`src/rtl/handshake_pkg.sv`:
```
// handshake_pkg: shared handshake state encoding and counter sizing helper
package handshake_pkg;
  typedef enum logic [2:0] {IDLE, SETUP, WAIT_HI, WAIT_LO, RECOVER} hs_state_t;
  function automatic int cnt_width(input int timeout);
    return $clog2(timeout + 1) < 1 ? 1 : $clog2(timeout + 1);
  endfunction
endpackage

```
`src/rtl/ack_sync.sv`:
```
// ack_sync: STAGES-deep synchronizer bringing the receiver ack into the Clk domain
// Ports: Clk, Reset (sync, active-low, clears chain), ack_async in, ack_s = last stage out.
module ack_sync #(
  parameter int STAGES = 2
) (
  input  logic Clk,
  input  logic Reset,
  input  logic ack_async,
  output logic ack_s
);
  logic [STAGES-1:0] sync_q;
  always_ff @(posedge Clk) sync_q <= !Reset ? '0 : {sync_q[STAGES-2:0], ack_async};
  assign ack_s = sync_q[STAGES-1];
endmodule

```
`src/rtl/handshake_tx.sv`:
```
// handshake_tx: source side of a 4-phase req/ack handshake with ack sync and per-phase timeout
// Ports: Clk, Reset (sync, active-low); send_valid/send_data/send_ready requester interface;
//        ack_async from receiver; req_out/data_out registered to receiver; done/timeout pulses.
module handshake_tx
  import handshake_pkg::*;
#(
  parameter int WIDTH       = 8,
  parameter int SYNC_STAGES = 2,
  parameter int TIMEOUT     = 1024
) (
  input  logic             Clk,
  input  logic             Reset,
  input  logic             send_valid,
  input  logic [WIDTH-1:0] send_data,
  output logic             send_ready,
  input  logic             ack_async,
  output logic             req_out,
  output logic [WIDTH-1:0] data_out,
  output logic             done,
  output logic             timeout
);
  localparam int CW = cnt_width(TIMEOUT);
  hs_state_t state_q, state_d;
  logic [CW-1:0] cnt_q, cnt_d;
  logic [WIDTH-1:0] data_q, data_d;
  logic req_q, req_d, done_q, done_d, to_q, to_d;
  logic ack_s, accept, waiting, expired;
  ack_sync #(.STAGES(SYNC_STAGES)) u_ack_sync (
    .Clk      (Clk),
    .Reset    (Reset),
    .ack_async(ack_async),
    .ack_s    (ack_s)
  );
  // never start a new word while the receiver is still showing ack from the last one
  assign send_ready = state_q == IDLE && !ack_s;
  assign accept     = send_valid && send_ready;
  assign waiting    = state_q == WAIT_HI || state_q == WAIT_LO;
  assign expired    = TIMEOUT != 0 && cnt_q == CW'(TIMEOUT - 1);
  always_comb begin
    state_d = state_q;
    req_d   = req_q;
    data_d  = data_q;
    done_d  = 1'b0;
    to_d    = 1'b0;
    unique case (state_q)
      IDLE: if (accept) begin
        data_d  = send_data;
        state_d = SETUP;
      end
      SETUP: begin
        req_d   = 1'b1;
        state_d = WAIT_HI;
      end
      // an ack arriving on the expiry cycle still completes the phase
      WAIT_HI: if (ack_s) begin
        req_d   = 1'b0;
        state_d = WAIT_LO;
      end else if (expired) begin
        req_d   = 1'b0;
        to_d    = 1'b1;
        state_d = RECOVER;
      end
      WAIT_LO: if (!ack_s) begin
        done_d  = 1'b1;
        state_d = IDLE;
      end else if (expired) begin
        to_d    = 1'b1;
        state_d = RECOVER;
      end
      RECOVER: if (!ack_s) state_d = IDLE;
      default: state_d = IDLE;
    endcase
    cnt_d = state_d != state_q ? '0 : waiting && cnt_q != '1 ? cnt_q + CW'(1) : cnt_q;
  end
  always_ff @(posedge Clk) begin
    if (!Reset) begin
      state_q <= IDLE;
      cnt_q   <= '0;
      data_q  <= '0;
      req_q   <= 1'b0;
      done_q  <= 1'b0;
      to_q    <= 1'b0;
    end else begin
      state_q <= state_d;
      cnt_q   <= cnt_d;
      data_q  <= data_d;
      req_q   <= req_d;
      done_q  <= done_d;
      to_q    <= to_d;
    end
  end
  assign req_out  = req_q;
  assign data_out = data_q;
  assign done     = done_q;
  assign timeout  = to_q;
endmodule

```
`config.mk`:
```
export PLATFORM = sky130hd
export DESIGN_NAME = handshake_tx
export DESIGN_NICKNAME = d
export VERILOG_FILES = /design/src/rtl/handshake_pkg.sv /design/src/rtl/ack_sync.sv /design/src/rtl/handshake_tx.sv
export SDC_FILE = /design/constraint.sdc
export NUM_CORES = 1
export LEC_CHECK = 0
export BUFFER_PORTS_ARGS = -buffer_cell sky130_fd_sc_hd__clkbuf_2
export CAP_MARGIN = 0
export CORE_ASPECT_RATIO = 0.5
export CORE_UTILIZATION = 42
export CTS_CLUSTER_SIZE = 14
export DETAILED_ROUTE_END_ITERATION = 10
export GPL_TIMING_DRIVEN = 0
export PLACE_DENSITY_LB_ADDON = 0.2
export SLEW_MARGIN = 40
export SYNTH_ARGS = -nofsm -noshare
export SYNTH_HDL_FRONTEND = slang
export SYNTH_SLANG_ARGS = --single-unit
```
`constraint.sdc`:
```
create_clock -name Clk -period 1.5 [get_ports Clk]
set_input_delay 0.15 -clock Clk [delete_from_list [all_inputs] [get_ports Clk]]
set_output_delay 0.15 -clock Clk [all_outputs]
set_load 0.01 [all_outputs]
```
== Yosys cells after proc, flatten, opt, wreduce, memory -nomap -nowiden ==
Cells that the tools add are included.
Widths: inputs -> output; s select.

* Output and inout bits: 12
* Register bits: 27
* Input port bits: 12
* Logic and storage cells: 42

* Multiplexer cells: 14
* Reductions and logical operators: 11
* Equal/unequal tests: 8
* Bitwise operators: 1
* $add $sub $neg: 1

{| class="wikitable"
|+ Operators with widths
! kind !! count
|-
| $mux 3 || 5
|-
| $pmux 3 s5 || 1
|-
| $add 11x1->11 const B || 1
|-
| $eq 11x10->1 const B || 1
|-
| $ne 11x11->1 const B || 1
|-
| $eq 3x2->1 const B || 2
|-
| $mux 1 || 6
|-
| $reduce_and 2->1 || 3
|-
| $pmux 1 s2 || 2
|-
| $eq 3x1->1 const B || 1
|-
| $eq 3x3->1 const B || 1
|-
| $logic_and 1x1->1 || 3
|-
| $logic_not 3->1 || 1
|-
| $ne 3x2->1 const B || 1
|-
| $ne 3x3->1 || 1
|-
| $reduce_bool 2->1 || 1
|-
| $reduce_or 2->1 || 1
|-
| $logic_not 1->1 || 1
|-
| $logic_or 1x1->1 || 1
|-
| $not 1->1 || 1
|}

== Logic depth before layout (Yosys ltp) ==
Gate-level depths: netlist of run 1.

* Depth after elaboration: 7
* Mapped depth: 6
* Gate-level depth less buffers: 5

== By module ==
A second synthesis of run 1 with hierarchy kept.

* Cell total of the unflattened synthesis: 151
* Area total of the unflattened synthesis: 1438.9 um2

{| class="wikitable"
|+ By module, submodules not included
! module !! sequential area each (um2) !! cells each !! times used !! area each (um2)
|-
| handshake_tx || 500.5 || 147 || 1 || 1386.3
|-
| ack_sync || 40.0 || 4 || 1 || 52.6
|}

== Least setup slack after synthesis of run 1 ==
Ideal clock, no wire load.

* Path kind: reg-to-reg
* Start: register state_q[1]
* End: register cnt_q[5]
* Required time: 1412 ps
* Stages on the path, launching flop included: 6
* Slack: -5 ps
* Period minus slack after synthesis: 1505 ps
* Path buffers: 1
* Library setup time: 88 ps
* Arrival time: 1417 ps
* Cells stage by stage: dfxtp_1 > mux2_4 > o311ai_4 > nand2_2 > buf_6 > nor4_4

* Cells in the longest elaborated chain, start to end: 7
* Elaborated cells on any way between the ends: 17
* Classes of those cells: eq/ne: 5; mux: 6; reduce/logical: 6

{| class="wikitable"
|+ RTL lines
! item !! line !! text
|-
| start: declaration || handshake_tx.sv:23 || <nowiki>hs_state_t state_q, state_d;</nowiki>
|-
| start signal: assignment || handshake_tx.sv:84 || <nowiki>state_q <= state_d;</nowiki>
|-
| $logic_not 3->1 || handshake_tx.sv:35, handshake_tx.sv:45 ||
|-
| $logic_and 1x1->1 || handshake_tx.sv:35 || <nowiki>assign send_ready = state_q == IDLE && !ack_s;</nowiki>
|-
| $logic_and 1x1->1 || handshake_tx.sv:36 || <nowiki>assign accept = send_valid && send_ready;</nowiki>
|-
| $mux 3 || handshake_tx.sv:46 || <nowiki>IDLE: if (accept) begin</nowiki>
|-
| $pmux 3 s5 || handshake_tx.sv:45 || <nowiki>unique case (state_q)</nowiki>
|-
| $ne 3x3->1 || handshake_tx.sv:73 || <nowiki>cnt_d = state_d != state_q ? '0 : waiting && cnt_q != '1 ? cnt_q + CW'(1) : cnt_q;</nowiki>
|-
| $reduce_or 2->1 (no source line) || - ||
|-
| end signal: assignment || handshake_tx.sv:85 || <nowiki>cnt_q <= cnt_d;</nowiki>
|-
| end: declaration || handshake_tx.sv:24 || <nowiki>logic [CW-1:0] cnt_q, cnt_d;</nowiki>
|}

Several ways; a longest one is shown, not always the timed one.
A chain may end at the register's enable or synchronous reset.

== Worst setup path in the final report of run 1 ==
* Start: register u_ack_sync.sync_q[1]
* End: register cnt_q[5]

* Cells in the longest elaborated chain, start to end: 7
* Elaborated cells on any way between the ends: 10
* Classes of those cells: eq/ne: 1; mux: 5; reduce/logical: 4

{| class="wikitable"
|+ RTL lines
! item !! line !! text
|-
| start: declaration || ack_sync.sv:11 || <nowiki>logic [STAGES-1:0] sync_q;</nowiki>
|-
| start signal: assignment || ack_sync.sv:12 || <nowiki>always_ff @(posedge Clk) sync_q <= !Reset ? '0 : {sync_q[STAGES-2:0], ack_async};</nowiki>
|-
| $logic_not 1->1 || - ||
|-
| $logic_and 1x1->1 || handshake_tx.sv:35 ||
|-
| $logic_and 1x1->1 || handshake_tx.sv:36 ||
|-
| $mux 3 || handshake_tx.sv:46 ||
|-
| $pmux 3 s5 (*) || handshake_tx.sv:45 ||
|-
| $ne 3x3->1 (*) || handshake_tx.sv:73 ||
|-
| $reduce_or 2->1 (no source line) (*) || - ||
|}

Mark *: on every way between the ends. The rest lies on a longest branch, timed or not.

==> results.md, run 1 <==
- Tot Pwr: 1.43 mW
- WHS Endpoint: u_ack_sync.sync_q[0]$_SDFF_PN0_
- Ys flop type: dfxtp_1
- Die area: 3490 µm²
- Period minus WS final: 1.50 ns
- Async set-reset flop share out of synthesis: 0
- Hold WC Path Type: input port to flop
- WL/cell: 14.0 µm
- Worst setup EP type: flop
- Crit path launch type: flop
- Crit-path max FO: 10
- Syn_nets: 159
- Initial antenna violation count: 0
- Port Buffer Count: 23
- I/O pin total: 24
- Number of synthesized flops with an enable pin: 0
- Slowest stage delay, CP: 0.35 ns
- WP buf/inv: 2
- Netlist cell types: 49
- Setup-failing EPs final: 1
- Vias after detailed routing: 1185
- Post-synth top cells: dfxtp_1 (27), nand2_1 (18), nand3_1 (12)
- CP delay by family, top: flip-flops
- F_max: 0.665 GHz
- Hold Path Stages: 2
- Die height: 42.3 µm
- Simple-gate share of the synthesized area: 0.314
- Inserted Clock Buffers: 3
- Failing checks: negative setup slack
- Core area: 3050 µm²
- Most common cell in the netlist: dfxtp_1
- Chip Width: 82.6 µm
- Remaining global-route overflow: 0
- Req. time, crit path: 1.70 ns
- Setup Skew: 0.00482 ns
- Crit path depth: 6
- Routed Antenna Nets: 0
- Reg2reg path depth: 6
- Worst path most repeated cell: buf_6
- CTS root buffer: clkbuf_8
- Vias in the first global route: 1169
- Cell Pwr Density: 814 nW/µm²
- Post-Synth Adder-Cell Area: 0.0165
- Detailed placement HPWL: 1980 µm
- Setup Total Neg Slack: -0.00360 ns
- Gate Count Post-Synth: 146
- Post-synthesis xor/xnor area fraction: 0.0321
- Total routed wirelength: 3100 µm
- Layout Nets: 195
- Worst R2R End: cnt_q[5]$_SDFFE_PP0P_
- CTS sink count: 27
- Pre-CTS WS: -0.216 ns
- Worst R2R Start: u_ack_sync.sync_q[1]$_SDFF_PN0_
- Avg Vias per Cell: 5.36
- Combinational family with the most area after synthesis: simple AND/OR/NAND/NOR gates
- Max-slew headroom: 0.686
- First-pass GRT wire length: 5300 µm
- Max H-tree Level: 1
- Post-synthesis compound-gate area fraction: 0.162
- Clk_lat worst skew: 0.28 ns
- Crit Path Category: flop to flop
- Pin count of the biggest net entering global routing: 17
- Clock transition at path regs: 0.10 ns
- Top cell type's share of synthesized area: 0.397
- Starting Density: 0.447
- Antenna diodes: 0
- Cell taking the most area after synthesis: dfxtp_1
- Max_cap viols: 0
- Mapped Area: 1360 µm²
- Fill count: 290
- Multiplexer share of the synthesized area: 0.0257
- Area growth syn-to-layout: 29.1%
- CTS tree: yes
- Final core occ: 0.577
- Worst-Margin Slew: 0.471 ns
- Final WS setup: -0.00360 ns
- Status: complete, but fails checks
- Synthesized flop and latch total: 27
- DRT Pass-1 Iters: 4
- Maximum vdd ir drop: 519 µV
- Final RePlAce weighted congestion: 0.802
- Post-synthesis sequential area ratio: 0.397
- # rows: 14
- CTS Buffer Depth: 2
- Critical-path cell list: buf_6 > mux2_4 > o311ai_4 > nand2_2 > buf_6 > nor4_4
- HP Start: ack_async
- Synthesized area per cell: 9.33 µm²
- R2R Setup Slk: -0.004 ns
- Period utilization: 1.00
- Drt first-iter violations: 41
- Synthesis Warnings: 0
- Top post-synthesis cells by area: dfxtp_1 (40%), nand2_1 (5.0%), nand3_1 (4.4%), a21boi_0 (4.4%), nor3_1 (3.3%)
- Final Hold Fails: 0
- Unrepaired setup endpoints after global routing: yes
- Overall routing resource usage: 0.201
- # DRC: 0
- Leakage: 0.684 nW
- Share of cells above drive strength 1: 0.376
- Worst Path Arrival: 1.70 ns
- Hold_buf cts: 0
- Slowest CP cell: dfxtp_2
- Slew Viols, Final: 0
-- power by group --
part / internal, mW / leakage [nW] / total, mW / switching (mW)
clock network: 0.189 / 0.0217 / 0.434 / 0.244
logic: 0.116 / 0.439 / 0.235 / 0.119
registers: 0.744 / 0.224 / 0.763 / 0.0197
total: 1.05 / 0.684 / 1.43 / 0.383
-- cell type report --
cell class	count	area [µm²]	share of cell area
repair buffers	31	188	0.107
clock inverters	1	7.51	0.00427
clock buffers	3	41.3	0.0235
multi-input cells	108	833	0.474
inverters	3	11.3	0.00640
plain buffers	8	75.1	0.0427
flip-flops and latches	27	553	0.314
well taps	40	50.0	0.0284
-- cell families after synthesis --
logic type,Yosys count
AND/OR/NAND/NOR,71
AO/OA/AOI/OAI,27
flip-flops,27
buffers and inverters,11
XOR/XNOR,5
multiplexers,3
adder cells (fa/ha/maj),2
-- metrics by stage --
step	hold slack (ns)	area, µm²	std cells
after floorplan	0.277	1360	146
after global placement	0.361	1530	209
after detailed placement	0.359	1530	209
after CTS	0.0604	1640	217
after global routing	0.0833	1760	221
final	0.0649	1760	221
-- state kept, by name, indices dropped and copies added, names as in the netlist --
signal / count
timeout: 1
state_q: 3
u_ack_sync.sync_q: 2
cnt_q: 11
req_out: 1
data_out: 8
done: 1
-- worst register-to-register path: stages (launching register included) --
cell	delay (ns)
dfxtp_2	0.35
buf_6	0.13
mux2_4	0.26
o311ai_4	0.21
nand2_2	0.09
buf_6	0.15
nor4_4	0.23
-- routing by layer --
layer | vias up | track usage | wire length, µm
li1 | 599 | - | -
met1 | 559 | 0.262 | 1470
met2 | 25 | 0.321 | 1480
met3 | 2 | 0.0674 | 132
met4 | 0 | 0.0517 | 19
met5 | - | 0 | 0
-- what timing repair did --
| item | CTS | global route |
|---|---|---|
| pin swaps | 3 | 3 |
| resized for setup | 9 | 21 |
| setup buffers | 4 | 4 |
| setup endpoints to repair | 19 | 24 |
-- how the worst max path moves through the flow --
stage / startpoint / end / slack (ns)
after floorplan: state_q[2]$_SDFF_PN0_ / data_out[0]$_SDFFE_PN0P_ / 0.002
after global placement: state_q[2]$_SDFF_PN0_ / data_out[6]$_SDFFE_PN0P_ / -0.17
after detailed placement: state_q[2]$_SDFF_PN0_ / data_out[1]$_SDFFE_PN0P_ / -0.22
after CTS: u_ack_sync.sync_q[1]$_SDFF_PN0_ / cnt_q[5]$_SDFFE_PP0P_ / -0.04
after global routing: u_ack_sync.sync_q[1]$_SDFF_PN0_ / cnt_q[5]$_SDFFE_PP0P_ / -0.1
final: u_ack_sync.sync_q[1]$_SDFF_PN0_ / cnt_q[5]$_SDFFE_PP0P_ / -0.004
-- cell usage in the layout, fill, tap and decap left out, types with 2 or more instances in the layout --
| master | count |
|---|---|
| buf_6 | 4 |
| a211oi_1 | 2 |
| nor3_1 | 9 |
| clkbuf_1 | 2 |
| and3b_1 | 3 |
| mux2i_1 | 2 |
| nand2b_1 | 2 |
| xor2_1 | 3 |
| o21ai_0 | 3 |
| nand3_1 | 11 |
| nor2_1 | 6 |
| nand2_2 | 2 |
| a21boi_0 | 7 |
| dfxtp_1 | 19 |
| a21oi_1 | 4 |
| clkbuf_2 | 22 |
| nand3b_1 | 2 |
| dfxtp_2 | 7 |
| inv_1 | 3 |
| clkbuf_8 | 3 |
| nor4_4 | 2 |
| buf_4 | 8 |
| or2_2 | 2 |
| and2_1 | 2 |
| nand2_1 | 17 |
| xnor2_1 | 2 |
(Power assumes the default switching activity.)
==> run 2: changes to the inputs <==
--- a/config.mk
+++ b/config.mk
@@ -5,6 +5,7 @@
 export SDC_FILE = /design/constraint.sdc
 export NUM_CORES = 1
 export LEC_CHECK = 0
+export ABC_AREA = 1
 export BUFFER_PORTS_ARGS = -buffer_cell sky130_fd_sc_hd__clkbuf_2
 export CAP_MARGIN = 0
 export CORE_ASPECT_RATIO = 0.5
==> results.md, run 2 <==
- Status: complete, but fails checks
- Failing checks: negative setup slack
- Async set-reset flop share out of synthesis: 0 (unchanged)
- # DRC: 0 (unchanged)
- First-pass GRT wire length: 4840 µm (-8.6%)
- Mapped Area: 1350 µm² (-0.73%)
- Number of synthesized flops with an enable pin: 0 (unchanged)
- F_max: 0.640 GHz (-3.8%)
- Worst Path Arrival: 1.74 ns (+0.04 ns)
- Cells after DPL: 249 (+19%)
- Area growth syn-to-layout: 29.0% (about the same)
- Initial antenna violation count: 0 (unchanged)
- Cell Pwr Density: 824 nW/µm² (+1.2%)
- Vias in the first global route: 1099 (-6.0%)
- Setup-failing EPs final: 10 (+9)
- I/O pin total: 24 (unchanged)
- Starting Density: 0.446 (-0.000719)
- # rows: 14 (unchanged)
- Worst setup EP type: flop
- Synthesized area per cell: 7.27 µm² (-22%)
- Final WS setup: -0.0627 ns (-0.0591 ns)
- Max H-tree Level: 1 (unchanged)
- Hold_buf cts: 0 (unchanged)
- Period utilization: 1.04 (+0.0394)
- Chip Width: 82.3 µm (-0.36%)
- Leakage: 0.718 nW (+4.9%)
- Unrepaired setup endpoints after global routing: yes
- Fin Hold WS: 0.0522 ns (-0.0127 ns)
- Most common cell in the netlist: nand2_1
- Routed Antenna Nets: 0 (unchanged)
- Most frequent cells in the layout: nand2_1 (29), inv_1 (27), clkbuf_2 (23)
- Final RePlAce weighted congestion: 0.751 (-6.4%)
- Inserted Clock Buffers: 3 (unchanged)
- Die height: 42.1 µm (-0.35%)
- Core area: 3030 µm² (-0.57%)
- CTS tree: yes
- CTS root buffer: clkbuf_8
- Setup Skew: 0.00417 ns (-0.000642 ns)
- Tot Pwr: 1.44 mW (+0.43%)
- Maximum vdd ir drop: 472 µV (-8.9%)
- CTS sink count: 27 (unchanged)
- Fill count: 294 (+1.4%)
- Multi-input logic area: 717 µm² (-14%)
- Clock transition at path regs: 0.10 ns (about the same)
- Port Buffer Count: 23 (unchanged)
- DRT Pass-1 Iters: 6 (+2)
- Final Hold Fails: 0 (unchanged)
- Post-route insts no fill: 263 (+19%)
- Period minus WS final: 1.56 ns (+0.0591 ns)
- Netlist cell types: 29 (-41%)
- Pre-CTS WS: -0.129 ns (+0.0877 ns)
- Drt first-iter violations: 46 (+12%)
- Req. time, crit path: 1.68 ns (-0.02 ns)
- Worst-Margin Slew: 0.359 ns (-0.112 ns)
- Syn_nets: 199 (+25%)
- Crit Path Category: flop to flop
- Layout Nets: 237 (+22%)
- Share of cells above drive strength 1: 0.386 (+0.00996)
- Max-slew headroom: 0.760 (+0.0747)
- Total routed wirelength: 2920 µm (-5.9%)
- Avg Vias per Cell: 4.79 (-11%)
- Remaining global-route overflow: 0 (unchanged)
- Crit-path max FO: 5 (-5)
- Antenna diodes: 0 (unchanged)
- Detailed placement HPWL: 1860 µm (-6.2%)
- Top cell type's share of synthesized area: 0.400 (+0.00294)
- Post-synthesis sequential area ratio: 0.400 (+0.00294)
- CTS Buffer Depth: 2 (unchanged)
- Commonest non-fill, non-tap cell in the layout: nand2_1
- Hold WC Path Type: input port to flop
- Synthesized flop and latch total: 27 (unchanged)
- Gate Count Post-Synth: 186 (+27%)
- Die area: 3460 µm² (-0.71%)
- Largest register FFs: 11 (unchanged)
- Top post-synthesis cells by area: dfxtp_1 (40%), nand2_1 (8.6%), inv_1 (7.8%), nor2_2 (5.1%), a21oi_1 (4.8%)
- Clk_lat worst skew: 0.27 ns (about the same)
- Max_cap viols: 0 (unchanged)
- Register bank with the most flops: cnt_q
- Register area: 556 µm² (+0.45%)
- Pin count of the biggest net entering global routing: 17 (unchanged)
- Overall routing resource usage: 0.188 (-0.0135)
- Slew Viols, Final: 0 (unchanged)
- WL/cell: 11.1 µm (-21%)
- Cell taking the most area after synthesis: dfxtp_1
- Post-synth top cells: nand2_1 (31), inv_1 (28), dfxtp_1 (27)
- Ys flop type: dfxtp_1
- Vias after detailed routing: 1261 (+6.4%)
- Synthesis Warnings: 0 (unchanged)
- Crit path launch type: flop
-- run 2: changes by cell type after synthesis, sizes merged, moves of 3 or more --
cell,previous run,this run
inv,3,32
nor2,6,29
nand2,19,34
o21ai,3,15
a21oi,4,14
a21boi,8,1
nor3,10,4
and3b,3,0
nand4,2,5
-- run 2: worst max-delay path: stages, from the launching register on --
cell and delay, ns:
dfxtp_4 0.37, ha_4 0.14, nand2_4 0.05, nor2_4 0.18, nand2_2 0.09, nor2_4 0.14
nand2_2 0.08, nand2_2 0.06, nor2_2 0.04, nand3_4 0.13, buf_8 0.14, nor2_2 0.03
-- run 2: kinds of logic after synthesis --
logic type,Yosys count,share of synthesized area
AO/OA/AOI/OAI,33,0.133
XOR/XNOR,4,0.0259
adder cells (fa/ha/maj),1,0.00925
buffers and inverters,37,0.116
flip-flops,27,0.400
AND/OR/NAND/NOR,84,0.316
-- run 2: repair_timing --
action | 4_1_cts | 5_1_grt
endpoints found under the setup margin | 10 | 11
buffers inserted | 6 | 2
pin swaps | 7 | 8
gates cloned | 2 | 0
gates resized for setup | 11 | 13
-- run 2: area by class of cell --
class                           instances  area share
Multi-Input combinational cell        122       0.411
Sequential cell                        27       0.318
Timing Repair Buffer                   33       0.123
Inverter                               32      0.0688
Tap cell                               40      0.0287
Clock buffer                            3      0.0237
Buffer                                  5      0.0229
Clock inverter                          1     0.00430
-- run 2: worst paths after layout --
path	end	slack [ns]	start	depth (start not counted)
setup / recovery	cnt_q[9]$_SDFFE_PP0P_	-0.06	cnt_q[1]$_SDFFE_PP0P_	11
hold / removal	u_ack_sync.sync_q[0]$_SDFF_PN0_	0.05	ack_async	3
setup reg to reg	cnt_q[9]$_SDFFE_PP0P_	-0.06	cnt_q[1]$_SDFFE_PP0P_	11
hold reg to reg	u_ack_sync.sync_q[1]$_SDFF_PN0_	0.43	u_ack_sync.sync_q[0]$_SDFF_PN0_	2
-- run 2: per-stage QoR --
| step | utilization | TNS [ns] | instance area, µm² |
|---|---|---|---|
| detailed placement | 0.506 | -1.25 | 1530 |
| finish | 0.576 | -0.525 | 1750 |
| global placement | 0.506 | -1.22 | 1530 |
| global route | 0.576 | -1.21 | 1750 |
| floorplan | - | 0 | 1370 |
| CTS | 0.558 | -0.307 | 1690 |
-- run 2: layer usage --
| layer | wire (µm) | share of wire | vias to the layer above | GRT usage |
|---|---|---|---|---|
| met4 | 0 | 0 | 0 | 0.0561 |
| met2 | 1360 | 0.47 | 31 | 0.294 |
| met1 | 1400 | 0.48 | 567 | 0.242 |
| met3 | 157 | 0.054 | 0 | 0.0674 |
| met5 | 0 | 0 | - | 0 |
| li1 | - | - | 663 | - |
-- run 2: where the power goes --
part	total, mW	switching [mW]	internal [mW]
clock	0.426	0.237	0.189
combinational	0.242	0.136	0.106
sequential	0.770	0.0227	0.747
total	1.44	0.396	1.04
==> run 3: changes to the inputs <==
--- a/config.mk
+++ b/config.mk
@@ -8,8 +8,10 @@
 export ABC_AREA = 1
 export BUFFER_PORTS_ARGS = -buffer_cell sky130_fd_sc_hd__clkbuf_2
 export CAP_MARGIN = 0
+export CELL_PAD_IN_SITES_DETAIL_PLACEMENT = 0
+export CELL_PAD_IN_SITES_GLOBAL_PLACEMENT = 1
 export CORE_ASPECT_RATIO = 0.5
-export CORE_UTILIZATION = 42
+export CORE_UTILIZATION = 35
 export CTS_CLUSTER_SIZE = 14
 export DETAILED_ROUTE_END_ITERATION = 10
 export GPL_TIMING_DRIVEN = 0
==> results.md, run 3 (synthesized netlist as in run 2, its figures left out) <==
- Status: complete, but fails checks
- Failing checks: negative setup slack
- Setup Skew: 0.00635 ns (+0.00217 ns)
- Die area: 4130 µm² (+19%)
- Vias after detailed routing: 1222 (-3.1%)
- CTS sink count: 27 (unchanged)
- Starting Density: 0.379 (-0.0670)
- Largest register FFs: 11 (unchanged)
- Fin area: 1730 µm² (-1.1%)
- CP delay by family, top: simple AND/OR/NAND/NOR gates
- Max H-tree Level: 1 (unchanged)
- # DRC: 0 (unchanged)
- F_max: 0.636 GHz (-0.68%)
- Reg power frac: 0.540 (+0.004)
- Remaining global-route overflow: 0 (unchanged)
- Final RePlAce weighted congestion: 0.798 (+6.3%)
- Final core occ: 0.484 (-0.0921)
- WHS Endpoint: u_ack_sync.sync_q[0]$_SDFF_PN0_
- Fill count: 373 (+27%)
- Maximum vdd ir drop: 421 µV (-11%)
- Switching Share: 0.275 (-0.000764)
- Critical-path cell list: ha_4 > nand2_4 > nor2_4 > buf_4 > nand4_1 > nand2_1 > nand3_2 > nand3_4 > buf_8 > nor2_2
- Clock transition at path regs: 0.10 ns (about the same)
- Routed Antenna Nets: 0 (unchanged)
- R2R Setup Slk: -0.07 ns (about the same)
- Cell Pwr Density: 826 nW/µm² (+0.26%)
- Register bank with the most flops: cnt_q
- Antenna diodes: 0 (unchanged)
- Pin count of the biggest net entering global routing: 16 (-1)
- Setup Total Neg Slack: -0.673 ns (-0.149 ns)
- Leakage: 0.712 nW (-0.83%)
- First-pass GRT wire length: 4710 µm (-2.7%)
- Reg2reg path depth: 10 (-1)
- Share of cells above drive strength 1: 0.348 (-0.0372)
- Detailed placement HPWL: 1970 µm (+6.3%)
- Req. time, crit path: 1.68 ns (about the same)
- Unrepaired setup endpoints after global routing: yes
- Worst R2R Start: cnt_q[1]$_SDFFE_PP0P_
- Overall routing resource usage: 0.148 (-0.0396)
- CTS Buffer Depth: 2 (unchanged)
- Worst setup EP type: flop
- HP Start: ack_async
- NetSw: 0.391 mW (-1.2%)
- Max_cap viols: 0 (unchanged)
- Crit Path Category: flop to flop
- Slowest stage delay, CP: 0.37 ns (about the same)
- Worst-Margin Slew: 0.367 ns (+0.00780 ns)
- Period utilization: 1.05 (+0.00712)
- Placed inst area: 1550 µm² (+0.90%)
- Avg Vias per Cell: 4.49 (-6.3%)
- Worst Path Arrival: 1.75 ns (about the same)
- Core area: 3570 µm² (+18%)
- WP buf/inv: 2 (+1)
- Final Hold Fails: 0 (unchanged)
- Vias in the first global route: 1076 (-2.1%)
- Hold_buf cts: 0 (unchanged)
- Most frequent cells in the layout: nand2_1 (29), inv_1 (28), dfxtp_1 (23), clkbuf_2 (23)
- Setup-failing EPs final: 10 (unchanged)
- Drt first-iter violations: 41 (-11%)
- DRT Pass-1 Iters: 4 (-2)
- WL/cell: 10.5 µm (-5.4%)
- Area growth syn-to-layout: 27.6%
- Clock power share: 0.296 (about the same)
- Cells after DPL: 260 (+4.4%)
- Slowest CP cell: dfxtp_4
- Commonest non-fill, non-tap cell in the layout: nand2_1
- Die height: 46.0 µm (+9.1%)
- Hold Path Stages: 3 (unchanged)
- Period minus WS final: 1.57 ns (+0.0107 ns)
- Total routed wirelength: 2850 µm (-2.2%)
- Combinational power share: 0.164 (-0.004)
- Chip Width: 89.9 µm (+9.3%)
- Inserted Clock Buffers: 3 (unchanged)
- Layout Nets: 235 (-0.84%)
- Crit-path max FO: 5 (unchanged)
- Post-route insts no fill: 272 (+3.4%)
- Clk_lat worst skew: 0.28 ns (about the same)
- # rows: 15 (+1)
- Max-slew headroom: 0.755 (-0.00520)
- Worst R2R End: cnt_q[8]$_SDFFE_PP0P_
- Port Buffer Count: 23 (unchanged)
- Crit path launch type: flop
- Initial antenna violation count: 0 (unchanged)
- I/O pin total: 24 (unchanged)
- Pre-CTS WS: -0.140 ns (-0.0114 ns)
- CTS root buffer: clkbuf_8
- Pint: 1.03 mW (-0.79%)
- CTS tree: yes
- Final WS setup: -0.0733 ns (-0.0107 ns)
- Slew Viols, Final: 0 (unchanged)
- Hold WC Path Type: input port to flop
run 3: per-layer routing:
metal	track usage	routed length [µm]	vias up
li1	-	-	661
met1	0.182	1490	541
met2	0.258	1230	16
met3	0.0450	100	4
met4	0.0484	34	0
met5	0	0	-
run 3: worst max-delay path by stage:
stage | end | slack [ns] | cells past startpoint | from
after global routing | cnt_q[8]$_SDFFE_PP0P_ | -0.14 | 11 | cnt_q[1]$_SDFFE_PP0P_
after CTS | cnt_q[8]$_SDFFE_PP0P_ | -0.04 | 9 | cnt_q[0]$_SDFFE_PP0P_
after global placement | cnt_q[9]$_SDFFE_PP0P_ | -0.15 | 11 | cnt_q[0]$_SDFFE_PP0P_
final | cnt_q[8]$_SDFFE_PP0P_ | -0.07 | 10 | cnt_q[1]$_SDFFE_PP0P_
after floorplan | cnt_q[8]$_SDFFE_PP0P_ | 0.04 | 11 | cnt_q[0]$_SDFFE_PP0P_
after detailed placement | cnt_q[8]$_SDFFE_PP0P_ | -0.14 | 11 | cnt_q[0]$_SDFFE_PP0P_
run 3: tightest hold or removal path, stage by stage:
cell and delay [ns]:
clkbuf_2 0.07, nand2_1 0.04, inv_1 0.04
run 3: through the flow:
stage | hold WS (ns) | power [mW]
2_1_floorplan | 0.248 | 0.917
3_3_place_gp | 0.342 | 0.986
3_5_place_dp | 0.342 | 0.988
4_1_cts | 0.0493 | 1.44
5_1_grt | 0.0475 | 1.51
6_report | 0.0522 | 1.42
run 3: layout make-up:
class                           instances  area, µm²  area share
Inverter                               32        120      0.0696
Clock inverter                          1       5.00     0.00290
Timing Repair Buffer                   31        195       0.113
Multi-Input combinational cell        122        709       0.411
Tap cell                               51       63.8      0.0370
Clock buffer                            3       41.3      0.0239
Sequential cell                        27        551       0.319
Buffer                                  5       40.0      0.0232
run 3: repair_timing:
item | in CTS | in global routing
gates resized for setup | 11 | 4
pin swaps | 8 | 7
cloned | 1 | 0
buffers inserted | 4 | 3
setup endpoints to repair | 10 | 12
run 3: power by group through the flow:
| stage | Sequential [mW] | Combinational [mW] | Clock, mW |
|---|---|---|---|
| after floorplan | 0.798 | 0.119 | 0 |
| after global placement | 0.789 | 0.197 | 0 |
| after detailed placement | 0.789 | 0.199 | 0 |
| after CTS | 0.769 | 0.236 | 0.438 |
| after global routing | 0.774 | 0.262 | 0.473 |
| final | 0.769 | 0.234 | 0.421 |
